--- src/rtl/writeback_unit.sv ---
// Final pipeline stage: retires ALU results and formatted loads into the register file,
// tracking one outstanding load with an optional response timeout.
module writeback_unit #(
  parameter int unsigned TIMEOUT_CYCLES = 255,
  parameter int unsigned TIMEOUT_W      = 8
) (
  input  logic        clk,
  input  logic        reset_n,
  input  logic        ex_valid,
  output logic        ex_ready,
  input  logic        ex_reg_write,
  input  logic        ex_is_load,
  input  logic [4:0]  ex_rd,
  input  logic [31:0] ex_result,
  input  logic [2:0]  ex_funct3,
  input  logic [1:0]  ex_addr_lo,
  input  logic        mem_rvalid,
  input  logic [31:0] mem_rdata,
  output logic        wr_enable,
  output logic [4:0]  wr_addr,
  output logic [31:0] wr_data,
  output logic        pending_valid,
  output logic [4:0]  pending_rd,
  output logic        load_err
);

  localparam logic [TIMEOUT_W-1:0] TIMEOUT_LIMIT = TIMEOUT_W'(TIMEOUT_CYCLES);
  localparam bit                   TIMEOUT_EN    = (TIMEOUT_CYCLES != 0);

  typedef enum logic {
    IDLE,
    WAIT_MEM
  } state_t;

  state_t               state;
  logic [TIMEOUT_W-1:0] cnt;
  logic [4:0]           ld_rd;
  logic [2:0]           ld_funct3;
  logic [1:0]           ld_addr_lo;
  logic                 ld_reg_write;

  logic                 accept_c;
  logic                 load_ok_c;
  logic [TIMEOUT_W-1:0] cnt_inc_c;
  logic [31:0]          load_data_c;

  // Extract and extend the addressed byte/half/word from a little-endian word.
  function automatic logic [31:0] fmt_load(input logic [2:0]  f3,
                                           input logic [1:0]  off,
                                           input logic [31:0] d);
    logic [7:0]  b;
    logic [15:0] h;
    logic [31:0] r;
    b = d[{off, 3'b000} +: 8];
    h = off[1] ? d[31:16] : d[15:0];
    case (f3)
      3'b000:  r = {{24{b[7]}}, b};
      3'b001:  r = {{16{h[15]}}, h};
      3'b100:  r = {24'b0, b};
      3'b101:  r = {16'b0, h};
      default: r = d;
    endcase
    return r;
  endfunction

  assign accept_c    = ex_valid & ex_ready;
  assign cnt_inc_c   = cnt + TIMEOUT_W'(1);
  assign load_data_c = fmt_load(ld_funct3, ld_addr_lo, mem_rdata);

  // Legal load type with natural alignment for its access size.
  always_comb begin
    load_ok_c = 1'b0;
    case (ex_funct3)
      3'b000, 3'b100: load_ok_c = 1'b1;
      3'b001, 3'b101: load_ok_c = !ex_addr_lo[0];
      3'b010:         load_ok_c = (ex_addr_lo == 2'b00);
      default:        load_ok_c = 1'b0;
    endcase
  end

  always_ff @(posedge clk) begin
    if (!reset_n) begin
      state         <= IDLE;
      cnt           <= '0;
      ld_rd         <= '0;
      ld_funct3     <= '0;
      ld_addr_lo    <= '0;
      ld_reg_write  <= 1'b0;
      ex_ready      <= 1'b1;
      wr_enable     <= 1'b0;
      wr_addr       <= '0;
      wr_data       <= '0;
      pending_valid <= 1'b0;
      pending_rd    <= '0;
      load_err      <= 1'b0;
    end else begin
      wr_enable <= 1'b0;
      load_err  <= 1'b0;
      case (state)
        IDLE: begin
          if (accept_c) begin
            if (!ex_is_load) begin
              if (ex_reg_write && (ex_rd != 5'd0)) begin
                wr_enable <= 1'b1;
                wr_addr   <= ex_rd;
                wr_data   <= ex_result;
              end
            end else if (!load_ok_c) begin
              load_err <= 1'b1;
            end else begin
              state         <= WAIT_MEM;
              cnt           <= '0;
              ld_rd         <= ex_rd;
              ld_funct3     <= ex_funct3;
              ld_addr_lo    <= ex_addr_lo;
              ld_reg_write  <= ex_reg_write;
              ex_ready      <= 1'b0;
              pending_valid <= 1'b1;
              pending_rd    <= ex_rd;
            end
          end
        end
        WAIT_MEM: begin
          // A response arriving on the timeout cycle still completes the load.
          if (mem_rvalid) begin
            if (ld_reg_write && (ld_rd != 5'd0)) begin
              wr_enable <= 1'b1;
              wr_addr   <= ld_rd;
              wr_data   <= load_data_c;
            end
            state         <= IDLE;
            ex_ready      <= 1'b1;
            pending_valid <= 1'b0;
            pending_rd    <= '0;
          end else if (TIMEOUT_EN && (cnt_inc_c == TIMEOUT_LIMIT)) begin
            load_err      <= 1'b1;
            state         <= IDLE;
            ex_ready      <= 1'b1;
            pending_valid <= 1'b0;
            pending_rd    <= '0;
          end else begin
            cnt <= cnt_inc_c;
          end
        end
        default: begin
          state         <= IDLE;
          ex_ready      <= 1'b1;
          pending_valid <= 1'b0;
          pending_rd    <= '0;
        end
      endcase
    end
  end

endmodule

--- config.mk ---
export PLATFORM = sky130hd
export DESIGN_NAME = writeback_unit
export DESIGN_NICKNAME = d
export VERILOG_FILES = /design/src/rtl/writeback_unit.sv
export SDC_FILE = /design/constraint.sdc
export NUM_CORES = 1
export LEC_CHECK = 0
export ABC_AREA = 1
export CAP_MARGIN = 15
export CORE_ASPECT_RATIO = 0.9
export CORE_MARGIN = 1.5
export CORE_UTILIZATION = 27
export CTS_BUF_LIST = sky130_fd_sc_hd__clkbuf_2 sky130_fd_sc_hd__clkbuf_4 sky130_fd_sc_hd__clkbuf_8
export CTS_CLUSTER_SIZE = 30
export DETAILED_ROUTE_END_ITERATION = 8
export GPL_ROUTABILITY_DRIVEN = 0
export PLACE_DENSITY = 0.64
export SLEW_MARGIN = 20
export SYNTH_ARGS = -nofsm -noshare
export SYNTH_HDL_FRONTEND = slang
export SYNTH_SLANG_ARGS = --single-unit
export TNS_END_PERCENT = 20
--- constraint.sdc ---
create_clock -name clk -period 2.1 [get_ports clk]
set_input_delay 0.42 -clock clk [delete_from_list [all_inputs] [get_ports clk]]
set_output_delay 0.42 -clock clk [all_outputs]
set_load 0.03 [all_outputs]
# Word level (Yosys, flattened, before mapping)
# Cells that the tools add are included.
dict set report totals {
  register_bits 66
  latchBits 0
  ram_bits 0
  mem_bits_ro 0
  in_bits 80
  output_inout_bits 46
  elab_cells 106
  memories 0
}
dict set report classes {
  add_sub_neg 1
  n_mul 0
  div_mod_pow 0
  order_cmp 0
  eq_ne 18
  n_shift 1
  n_mux 57
  bitwise_logic 2
  reduce_logical 14
}
# operator n
set ops {}
lappend ops {{32-bit two-way mux} 5}
lappend ops {{32-bit one-hot mux with 4 select lines} 1}
lappend ops {{32-bit one-hot mux with 2 select lines} 1}
lappend ops {{5-bit two-way mux} 10}
lappend ops {{8-bit two-way mux} 5}
lappend ops {{32-bit by 6-bit variable part select with 8-bit output} 1}
lappend ops {{1-bit two-way mux} 25}
lappend ops {{5-bit one-hot mux with 2 select lines} 2}
lappend ops {{16-bit two-way mux} 1}
lappend ops {{2-bit inequality test, second input constant} 8}
lappend ops {{8-bit one-hot mux with 2 select lines} 1}
lappend ops {{3-bit == test, second input constant} 4}
lappend ops {{1-bit one-hot mux with 2 select lines} 5}
lappend ops {{5-bit AND reduction} 2}
lappend ops {{5-bit nonzero test} 2}
lappend ops {{8-bit by 1-bit adder with 8-bit output, second input constant} 1}
lappend ops {{8-bit == test, second input constant} 1}
lappend ops {{4-bit AND reduction} 2}
lappend ops {{3-bit by 1-bit == test with 1-bit output, second input constant} 2}
lappend ops {{3-bit logical NOT} 2}
lappend ops {{2-bit OR reduction} 2}
lappend ops {{3-bit by 2-bit == test with 1-bit output, second input constant} 1}
lappend ops {{3-bit by 2-bit inequality test with 1-bit output, second input constant} 1}
lappend ops {{1-bit one-hot mux with 3 select lines} 1}
lappend ops {{other kinds (6)} 7}

# Longest topological paths before layout
dict set report logic_depth {
  depth_word 7
  mapped_depth 13
  depth_no_buf 12
}

# Worst setup path before layout
# No wires, ideal clock.
dict set report synth_timing {
  kind {flip-flop to flip-flop}
  start {register ex_ready}
  end {register cnt[2]}
  setup_time_ps 131
  arrival_ps 1541
  required_ps 1969
  slack_ps 428
  stages_incl_launch_ff 9
  path_buffers 1
  synth_period_minus_slack_ps 1672
  cell_sequence {dfxtp_1 > nand2_1 > inv_1 > nand2_1 > nor2_1 > nand2_1 > buf_2 > nand3_1 > a21oi_2}
}
dict set report synth_between {
  elab_chain_cells 3
}
# item line
set synth_rtl {}
lappend synth_rtl {{start: declaration} 10} ;# output logic ex_ready,
lappend synth_rtl {{start signal: assignment} 89} ;# ex_ready <= 1'b1;
lappend synth_rtl {{start signal: assignment} 117} ;# ex_ready <= 1'b0;
lappend synth_rtl {{start signal: assignment} 132} ;# ex_ready <= 1'b1;
lappend synth_rtl {{1-bit bitwise AND} 66} ;# assign accept_c = ex_valid & ex_ready;
lappend synth_rtl {{2-bit inequality test (no line)} --}
lappend synth_rtl {{5-bit AND reduction (no line)} --}
lappend synth_rtl {{end signal: assignment} 142} ;# cnt <= cnt_inc_c;
lappend synth_rtl {{end: declaration} 36} ;# logic [TIMEOUT_W-1:0] cnt;
# Every way passes these cells.
# A chain may end at the register's enable or synchronous reset.

# Worst setup path after layout
dict set report layout_timing {
  start {register cnt[0]}
  end {register cnt[2]}
}
dict set report layout_between {
  elab_chain_cells 4
  elab_cells_between_ends 7
  cone_classes {add/sub: 1; eq/ne: 2; mux: 3; reduce/logical: 1}
}
# item line
set layout_rtl {}
lappend layout_rtl {{8-bit by 1-bit adder with 8-bit output (*)} 67} ;# assign cnt_inc_c = cnt + TIMEOUT_W'(1);
lappend layout_rtl {{8-bit == test / 8-bit two-way mux (equally long branches)} 135} ;# end else if (TIMEOUT_EN && (cnt_inc_c == TIMEOUT_LIMIT)) begin
lappend layout_rtl {{2-bit inequality test (no line) / 8-bit two-way mux (equally long branches)} --}
lappend layout_rtl {{5-bit AND reduction (no line) / 8-bit one-hot mux with 2 select lines (equally long branches)} --}
# Every way passes the cells marked *; elsewhere a longest branch is shown, timed or not. The select of a mux whose other input is x is not followed.

==> results by group <==
Timing
  – Peak Freq: 538 MHz
  – Worst slew margin: 0.715
  – Setup violators final: 0
  – Final setup margin: 0.242 ns
  – Unrepaired setup endpoints after global routing: no
  – Final hold vios: 0
  – Min Tclk post-route: 1.86 ns
  – Worst-margin pin slew: 0.425 ns
  – Final worst path period share: 0.885
  – Hold slack final: 0.465 ns
  – Worst-case clock skew: 0.0125 ns
  – Fin. max-slew vios: 0
  – Setup_tns: 0 ns

GRT
  – GRT Overall Usage: 0.180
  – First-pass GRT wire length: 20.3 mm
  – Total gr overflow: 0
  – Vias in the first global route: 3927
  – Initial antenna violation count: 0
  – Largest net degree at the start of global routing: 56

Die
  – Total core area: 0.0134 mm²
  – # IOs: 126
  – Row count: 40
  – Die X: 126 µm
  – Die height: 114 µm
  – Die ar.: 0.0144 mm²
  – Starting Density: 0.277

Clocking
  – Setup Fix Bufs, Post-CTS: 0
  – Hold-fix buffers at CTS: 0
  – CTS tree: built
  – Worst skew pair latency: 0.36 ns
  – CTS sink count: 66
  – Clk slew on worst S/H paths: 0.08 ns
  – # resized after CTS: 0
  – CTS H-tree depth: 3
  – Clock Tree Buf Depth: 2
  – CTS buffer count: 9
  – Clk root buf: clkbuf_8

Critical path
  – WP buf/inv: 1
  – Max incr delay on CP: 0.42 ns
  – R2r startpoint: cnt[0]$_SDFFE_PN0P_
  – CP Cell Sequence: ha_1 > nand3_1 > o21bai_2 > nand2_1 > nor2_2 > nand2_4 > nand2_4 > buf_4 > nand2_2 > nand2_1 > a21oi_2
  – Critical Path Source: cnt[0]$_SDFFE_PN0P_
  – Setup crit start kind: register
  – Critical Path Fanout Max: 10
  – Worst endpoint required time: 2.35 ns
  – Delay-heaviest family, CP: simple AND/OR/NAND/NOR gates
  – WS Path Type: register to register
  – Critical path data arrival time: 2.11 ns
  – Critical path's slowest cell: dfxtp_1
  – CP Capture Type: register

Final layout
  – Inserted Diodes: 0
  – Layout cells sized above 1: 0.0813
  – Nets: 790
  – Area Growth Syn to Fin: 47.7%
  – Fill cell count: 1413
  – Register Area: 0.00132 mm²
  – Area of the multi-input gates: 0.00201 mm²

Routing
  – Initial DRT Pass Iterations: 4
  – Average via count per standard cell: 4.70
  – Routed Antenna Nets: 0
  – Initial DRC count: 327
  – Via count: 4142
  – DRC violation count after routing: 0
  – Routed wire length per instance: 14.5 µm
  – Final WL: 12.8 mm

Yosys
  – Avg Cell Area, Syn: 6.34 µm²
  – Net Count, Synth: 666
  – Cells after Synth: 584
  – FF+latch count, synth: 66
  – Count of cell types in the netlist: 28
  – Netlist Area Pre-Place: 0.00370 mm²
  – Ys Warns: 0
  – Register area share after synthesis: 0.357

Min path
  – Hold Crit Class: register to register
  – Hold path start: ld_rd[0]$_SDFFE_PN0P_

Power and ir drop
  – PwrDens: 628 mW/mm²
  – Leak: 0.00219 µW
  – Max VDD drop: 0.294 mV

Status
  – Status: finished clean

Placement
  – Pre-CTS WS: 0.127 ns
  – PortBufs: 125
  – HPWL Detailed: 9.30 mm

Flow run
  – Max_cap viols: 0
==> layout by cell type, fill, tap and decap left out <==
| cell type | instances |
|---|---|
| a211oi_1 | 7 |
| a21oi_1 | 98 |
| a21oi_2 | 2 |
| buf_12 | 6 |
| buf_4 | 18 |
| bufinv_16 | 2 |
| clkbuf_8 | 9 |
| clkdlybuf4s50_1 | 125 |
| clkinv_2 | 2 |
| clkinv_4 | 1 |
| clkinvlp_4 | 2 |
| dfxtp_1 | 66 |
| ha_1 | 2 |
| inv_1 | 52 |
| inv_2 | 3 |
| nand2_1 | 137 |
| nand2_2 | 3 |
| nand2_4 | 2 |
| nand3_1 | 42 |
| nand3b_1 | 2 |
| nand4_1 | 6 |
| nor2_1 | 48 |
| nor2_2 | 3 |
| nor2_4 | 1 |
| nor3_1 | 2 |
| o211ai_1 | 1 |
| o21ai_0 | 64 |
| o21bai_1 | 2 |
| o21bai_2 | 1 |
| or2_2 | 3 |
| xnor2_1 | 1 |
==> final timing paths <==
kind                                         endpoint  slack [ns]  depth (start not counted)
worst max register to register    cnt[2]$_SDFFE_PN0P_        0.24                         11
worst max-delay path              cnt[2]$_SDFFE_PN0P_        0.24                         11
worst min register to register  ld_rd[0]$_SDFFE_PN0P_        0.46                          2
worst min-delay path            ld_rd[0]$_SDFFE_PN0P_        0.46                          2
==> state kept, by name, indices dropped and copies added, names as in the netlist, 2 cells and up <==
name and count:
cnt 8, ld_addr_lo 2, ld_funct3 3, ld_rd 5, pending_rd 5, wr_addr 5, wr_data 32
==> per-layer routing <==
layer,vias to the layer above,GRT usage,routed length [µm]
met2,113,0.268,5600
li1,2172,-,-
met1,1841,0.248,6080
met5,-,0,0
met3,16,0.0533,804
met4,0,0.0651,283
==> worst min-delay path, cell delays in order (launching register included) <==
cell and delay, ns:
dfxtp_1 0.32, nand2_1 0.06, a21oi_1 0.05
==> cell usage after synthesis <==
cell / count / area (µm²)
dfxtp_1: 66 / 1320
nand2_4: 2 / 22.5
a21oi_1: 98 / 490
inv_1: 52 / 195
nor2_4: 1 / 11.3
nor3_1: 2 / 10.0
o21bai_2: 1 / 11.3
buf_2: 12 / 60.1
nand3_1: 42 / 210
nand3b_1: 2 / 15.0
nor2_1: 48 / 180
nand4_1: 6 / 37.5
a211oi_1: 7 / 52.6
a21oi_2: 2 / 17.5
clkbuf_1: 18 / 67.6
buf_1: 4 / 15.0
ha_1: 2 / 25.0
buf_6: 1 / 11.3
o21bai_1: 2 / 15.0
or2_2: 3 / 18.8
nand2_1: 137 / 514
buf_8: 1 / 15.0
inv_2: 3 / 11.3
nor2_2: 3 / 18.8
nand2_2: 3 / 18.8
o21ai_0: 64 / 320
xnor2_1: 1 / 8.76
o211ai_1: 1 / 7.51
==> stage by stage <==
stage / area [µm²] / cells / utilization / total power (µW)
floorplan: 3700 / 584 / - / 1810
global placement: 5250 / 865 / 0.393 / 2230
detailed placement: 5250 / 865 / 0.393 / 2230
CTS: 5470 / 881 / 0.409 / 3470
global route: 5470 / 881 / 0.409 / 3610
finish: 5470 / 881 / 0.409 / 3430
==> area by class of cell <==
| cell class | instances | share of cell area |
|---|---|---|
| sequential | 66 | 0.242 |
| multi-input combinational | 427 | 0.367 |
| clock buffer | 9 | 0.0227 |
| inverter | 55 | 0.0378 |
| timing repair buffer | 149 | 0.276 |
| clock inverter | 7 | 0.0172 |
| tap | 168 | 0.0384 |
==> where the power goes <==
part           switching [µW]  total (µW)  internal (µW)  leakage (µW)
registers                43.1        1360           1320      0.000538
clock network             562        1230            666      0.000105
logic                     457         840            383       0.00155
==> kinds of logic after synthesis <==
kind of cell | after synthesis | share of synthesized area
flip-flops | 66 | 0.357
AND/OR/NAND/NOR | 249 | 0.286
AO/OA/AOI/OAI | 175 | 0.247
adder cells (fa/ha/maj) | 2 | 0.00676
buffers and inverters | 91 | 0.101
XOR/XNOR | 1 | 0.00237
Note: power is estimated with default switching activity, not from simulation.
